File: src/rtl/nfca_picc_pkg.sv
// nfca_picc_pkg: timing constants, FSM states and symbol encoding shared by the
// ISO14443A PICC transmitter and its Manchester modulator.
package nfca_picc_pkg;
   localparam logic [9:0] CLK_PER_BIT  = 10'd768;
   localparam logic [9:0] CLK_PER_HALF = 10'd384;
   localparam logic [6:0] SUBC_PERIOD  = 7'd96;
   localparam logic [6:0] SUBC_HIGH    = 7'd48;
   typedef enum logic [2:0] {ST_IDLE, ST_WAIT_FDT, ST_START, ST_DATA, ST_PARITY, ST_END} state_t;
   typedef enum logic [1:0] {SYM_ONE, SYM_ZERO, SYM_NONE} sym_t;
   function automatic sym_t bit_sym(input logic b);
      return b ? SYM_ONE : SYM_ZERO;
   endfunction
endpackage

File: src/rtl/nfca_picc_manchester.sv
// nfca_picc_manchester: turns one symbol per 768-clk bit period into the
// subcarrier-modulated load drive; flags the final clk of every symbol.
module nfca_picc_manchester
   import nfca_picc_pkg::*;
(
   input  logic clk,
   input  logic rstn,
   input  logic sym_load_i,
   input  sym_t sym_i,
   output logic load_mod_o,
   output logic sym_last_o
);
   logic [9:0] pos_q, pos_d;
   logic [6:0] sc_q, sc_d;
   sym_t       sym_q, sym_d;
   logic       mod_half, load_mod_q, load_mod_d;
   assign sym_last_o = pos_q == CLK_PER_BIT - 10'd1;
   assign load_mod_o = load_mod_q;
   // Subcarrier phase restarts on every half-bit so each modulated half begins high
   always_comb begin
      pos_d      = (sym_load_i || sym_last_o) ? '0 : pos_q + 10'd1;
      sym_d      = sym_load_i ? sym_i : sym_q;
      sc_d       = (pos_d == '0 || pos_d == CLK_PER_HALF || sc_q == SUBC_PERIOD - 7'd1) ? '0 : sc_q + 7'd1;
      mod_half   = (sym_d == SYM_ONE) ? (pos_d < CLK_PER_HALF) : (sym_d == SYM_ZERO) && (pos_d >= CLK_PER_HALF);
      load_mod_d = mod_half && (sc_d < SUBC_HIGH);
   end
   always_ff @(posedge clk) begin
      if (!rstn) begin
         pos_q      <= '0;
         sc_q       <= '0;
         sym_q      <= SYM_NONE;
         load_mod_q <= 1'b0;
      end else begin
         pos_q      <= pos_d;
         sc_q       <= sc_d;
         sym_q      <= sym_d;
         load_mod_q <= load_mod_d;
      end
   end
endmodule

File: src/rtl/nfca_picc_tx.sv
// nfca_picc_tx: PICC response transmitter; waits the frame delay after tx_trig,
// then frames bytes (S, LSB-first data, odd parity, E) onto the Manchester modulator.
module nfca_picc_tx
   import nfca_picc_pkg::*;
#(
   parameter int unsigned FDT_CLKS = 7032
)(
   input  logic       clk,
   input  logic       rstn,
   input  logic       tx_tvalid,
   output logic       tx_tready,
   input  logic [7:0] tx_tdata,
   input  logic       tx_tlast,
   input  logic [2:0] tx_tlastb,
   input  logic       tx_trig,
   output logic       load_mod,
   output logic       tx_busy,
   output logic       tx_done,
   output logic       tx_underrun
);
   localparam logic [15:0] FDT_LOAD = 16'(FDT_CLKS - 1);
   state_t      state_q, state_d;
   logic [15:0] fdt_q, fdt_d;
   logic [7:0]  sh_q, sh_d;
   logic [2:0]  lastb_q, lastb_d, bi_q, bi_d, limit;
   logic        last_q, last_d, par_q, par_d, drop_q, drop_d;
   logic        expire, fetch, sym_load, sym_last;
   sym_t        sym;
   nfca_picc_manchester u_man (
      .clk        (clk),
      .rstn       (rstn),
      .sym_load_i (sym_load),
      .sym_i      (sym),
      .load_mod_o (load_mod),
      .sym_last_o (sym_last)
   );
   always_ff @(posedge clk) begin
      if (!rstn) begin
         state_q <= ST_IDLE;
         fdt_q   <= '0;
         sh_q    <= '0;
         lastb_q <= '0;
         bi_q    <= '0;
         last_q  <= 1'b0;
         par_q   <= 1'b0;
         drop_q  <= 1'b0;
      end else begin
         state_q <= state_d;
         fdt_q   <= fdt_d;
         sh_q    <= sh_d;
         lastb_q <= lastb_d;
         bi_q    <= bi_d;
         last_q  <= last_d;
         par_q   <= par_d;
         drop_q  <= drop_d;
      end
   end
   // par_q holds the XOR of data bits already handed to the modulator
   always_comb begin
      state_d = state_q;
      fdt_d   = fdt_q;
      sh_d    = sh_q;
      lastb_d = lastb_q;
      bi_d    = bi_q;
      last_d  = last_q;
      par_d   = par_q;
      drop_d  = 1'b0;
      case (state_q)
         ST_IDLE: if (tx_trig) begin
            state_d = ST_WAIT_FDT;
            fdt_d   = FDT_LOAD;
         end
         ST_WAIT_FDT: if (tx_trig) fdt_d = FDT_LOAD;
            else if (fdt_q != '0) fdt_d = fdt_q - 16'd1;
            else if (tx_tvalid) begin
               state_d = ST_START;
               sh_d    = tx_tdata;
               last_d  = tx_tlast;
               lastb_d = tx_tlastb;
            end else begin
               state_d = ST_IDLE;
               drop_d  = 1'b1;
            end
         ST_START: if (sym_last) begin
            state_d = ST_DATA;
            sh_d    = sh_q >> 1;
            par_d   = sh_q[0];
            bi_d    = '0;
         end
         ST_DATA: if (sym_last) begin
            if (bi_q == limit) state_d = (limit == 3'd7) ? ST_PARITY : ST_END;
            else begin
               sh_d  = sh_q >> 1;
               par_d = par_q ^ sh_q[0];
               bi_d  = bi_q + 3'd1;
            end
         end
         ST_PARITY: if (sym_last) begin
            if (fetch) begin
               state_d = ST_DATA;
               sh_d    = tx_tdata >> 1;
               par_d   = tx_tdata[0];
               last_d  = tx_tlast;
               lastb_d = tx_tlastb;
               bi_d    = '0;
            end else state_d = ST_END;
         end
         ST_END: if (sym_last) state_d = ST_IDLE;
         default: state_d = ST_IDLE;
      endcase
   end
   always_comb begin
      limit       = last_q ? lastb_q : 3'd7;
      expire      = state_q == ST_WAIT_FDT && !tx_trig && fdt_q == '0;
      fetch       = tx_tvalid && (expire || (state_q == ST_PARITY && sym_last && !last_q));
      tx_tready   = fetch;
      tx_underrun = !tx_tvalid && state_q == ST_PARITY && sym_last && !last_q;
      tx_done     = drop_q || (state_q == ST_END && sym_last);
      tx_busy     = drop_q || state_q != ST_IDLE;
      sym_load    = fetch || (sym_last && (state_q == ST_START || state_q == ST_DATA || state_q == ST_PARITY));
      sym         = state_q == ST_WAIT_FDT ? SYM_ONE :
                    state_q == ST_PARITY ? (fetch ? bit_sym(tx_tdata[0]) : SYM_NONE) :
                    (state_q == ST_DATA && bi_q == limit) ? (limit == 3'd7 ? bit_sym(!par_q) : SYM_NONE) :
                    bit_sym(sh_q[0]);
   end
endmodule

File: config.mk
export PLATFORM = sky130hd
export DESIGN_NAME = nfca_picc_tx
export DESIGN_NICKNAME = d
export VERILOG_FILES = /design/src/rtl/nfca_picc_pkg.sv /design/src/rtl/nfca_picc_manchester.sv /design/src/rtl/nfca_picc_tx.sv
export SDC_FILE = /design/constraint.sdc
export NUM_CORES = 1
export LEC_CHECK = 0
export BUFFER_PORTS_ARGS = -buffer_cell sky130_fd_sc_hd__buf_4
export CAP_MARGIN = 30
export CORE_MARGIN = 8
export CORE_UTILIZATION = 60
export CTS_CLUSTER_DIAMETER = 60
export DETAILED_ROUTE_END_ITERATION = 12
export PLACE_DENSITY = 0.76
export SYNTH_ARGS = -nofsm -noshare
export SYNTH_HDL_FRONTEND = slang
export SYNTH_SLANG_ARGS = --single-unit
File: constraint.sdc
create_clock -name clk -period 3.35 [get_ports clk]
set_input_delay 0.1675 -clock clk [delete_from_list [all_inputs] [get_ports clk]]
set_output_delay 0.1675 -clock clk [all_outputs]
set_load 0.02 [all_outputs]
==> flow_summary.toml <==
[layout]
layout_common_cells = "61 x nor2_1, 56 x dfxtp_1, 27 x nand2_1"
num-fill-cells = 441
utilization = 0.678
mostFrequentLayoutCell = "nor2_1"
regArea_um2 = 1120
area_growth_syn_to_layout_pct = 8.02
layout-drive-gt1-share = 0.0940
multi_input_area_um2 = 1970
final_nets = 435
postLayoutCellArea_um2 = 3510
antenna_cells = 0

[hold_path]
hp-start = "tx_tvalid"
hold_path_depth = 2
hold_end = "drop_q"
hp-class = "primary input to flop"

[floorplan]
coreArea_um2 = 5170
rows = 26
die_w_um = 89.6
die_h_um = 89.6
start_util = 0.628
pin_count = 21
design.die.area_um2 = 8020

[clocking]
clkSinkCount = 56
cts-buffers-inserted = 5
cts_hold_buf = 0
cts_buffer_depth = 2
cts_tree = "built"
post-cts-setup-buffers = 0
root_buffer = "clkbuf_8"
htree_levels = 2
insertion_delay_ns = 0.31
cts-resized-gates = 0
clkSlewWorstSetupHoldPaths_ns = 0.10

[setup_path]
worstSetupStartpointType = "flop"
cp_slowest_cell = "nor4_4"
path_class = "flop to flop"
ff2ff_setup_slack_ns = 0.61
cpMostUsedCell = "and3_1"
crit_buf_inv = 0
cp.required_ns = 3.52
cp-end-kind = "flop"
r2r-end = "sh_q[3]"
crit_fanout = 9
reg2reg_from = "u_man.pos_q[0]"
slowest_delay_ns = 0.67
path_cells = "ha_1, and3_1, and3_1, a21oi_1, nor4_4, mux2i_1, nor2_1"
rr_worst_depth = 7
path_delay_family = "simple AND/OR/NAND/NOR gates"
arrival_ns = 2.91

[routing]
routedWlPerCell_um = 14.0
routed-via-count = 2869
drt_wl_total_um = 6770
drt-initial-drc-count = 140
postRouteAntennaNets = 0
drc = 0
dr.pass1.iters = 4
via_per_inst = 5.92

[sta]
timing.final.crit_period_ns = 2.74
drv_slew = 0
fin_tns_setup_ns = 0
worst_slack_ns = 0.608
fin_skew_ns = 0.00721
setup_viol = 0
finalCritPeriodShare = 0.819
rsz0062_at_grt = "no"
max_freq_ghz = 0.365
tightest_slew_ns = 1.00
max-slew-margin-rel = 0.332
hold_viol = 0

[grt]
grt_util_met3 = 0.0432
use_met1 = 0.236
grt_max_degree = 32
top_usage_layer = "met2"
grt_usage = 0.182
antenna_found_initial = 0
grt_pass1_vias = 2641
grt-ovfl-total = 0
grt_pass1_wl_um = 11800
grt_use_met2 = 0.289

[placed_design]
placed_area_um2 = 3400
pre_cts_slack_ns = 0.663
place_hpwl_um = 4860
place_congestion = 0.875
port_buffers = 20

[synthesis]
synth_edf_count = 0
synth_cell_types = 60
synth_seq_cells = 56
synth_ff_type = "dfxtp_1"
netlist_instances = 408
synth_area_per_cell_um2 = 7.96
synth-warning-count = 0
netlist_area_um2 = 3250
synthArstFlopShare = 0
synth-seq-area-share = 0.345
synthesis.nets = 429

[flow_run]
drv_cap = 0

[power]
leakage_nw = 1.31
p_total_mw = 1.52
powerDensity_nw_per_um2 = 434
peakVddDrop_v = 0.000206

[outcome]
outcome = "finished, final reports clean"
[routing by layer]
layer,vias up,part of all wire
li1,1476,-
met3,9,0.038
met5,-,0
met1,1330,0.50
met2,54,0.45
met4,0,0.012
[power breakdown]
part | switching (mW) | internal [mW]
sequential | 0.0623 | 0.711
combinational | 0.169 | 0.137
clock | 0.223 | 0.222
[sequential cells by signal, summed over array words and instances, names as in the netlist]
name,flops
fdt_q,16
par_q,1
u_man.sc_q,7
u_man.load_mod_o,1
u_man.pos_q,10
sh_q,8
drop_q,1
state_q,3
lastb_q,3
last_q,1
u_man.sym_q,2
bi_q,3
[cell families (layout without fill, tap and decap cells)]
family                     after synthesis  after routing  synth area share
buffers and inverters                   36             43            0.0493
and+or+nand+nor                        177            177             0.280
xor gates and xnor gates                23             23            0.0620
AOI/OAI and AO/OA                       90             90             0.179
DFF                                     56             56             0.345
adders and majority gates                5              5            0.0193
muxes                                   21             21            0.0651
[worst register-to-register path, cell delays in order (launching register included)]
cell,delay (ns)
dfxtp_1,0.43
ha_1,0.29
and3_1,0.34
and3_1,0.38
a21oi_1,0.16
nor4_4,0.67
mux2i_1,0.27
nor2_1,0.06
[cell usage after synthesis, types with 8 or more instances]
master,count,area (um2)
xnor2_1,18,158
mux2i_1,20,200
nand2b_1,12,75.1
nand3_1,11,55.1
dfxtp_1,56,1120
nor2_1,61,229
inv_1,11,41.3
nor4_1,10,62.6
a21oi_1,26,130
nor3_1,10,50.1
nand4_1,10,62.6
clkbuf_1,16,60.1
o21ai_0,22,110
nand2_1,27,101
o211ai_1,8,60.1
[worst max-delay path by stage]
stage                               from      end  slack [ns]  cells after the start
after floorplan           u_man.pos_q[0]  bi_q[2]        1.02                     10
after global placement    u_man.pos_q[0]  sh_q[6]        0.78                      7
after detailed placement  u_man.pos_q[0]  sh_q[3]        0.66                      7
after CTS                 u_man.pos_q[0]  sh_q[3]        0.64                      7
after global routing      u_man.pos_q[0]  sh_q[4]        0.44                      7
final                     u_man.pos_q[0]  sh_q[3]        0.61                      7
[layout make-up]
type | instances | area share
Clock buffer | 5 | 0.0196
Timing Repair Buffer | 24 | 0.0514
Tap cell | 70 | 0.0250
Sequential cell | 56 | 0.320
Inverter | 11 | 0.0118
Multi-Input combinational cell | 316 | 0.560
Clock inverter | 3 | 0.0121
[per-stage QoR]
stage	std cells	hold WS, ns
after detailed placement	477	0.397
final	485	0.0659
after floorplan	408	0.246
after global placement	477	0.389
after CTS	485	0.0556
after global routing	485	0.0556
Note: power is estimated with default switching activity, not from simulation.
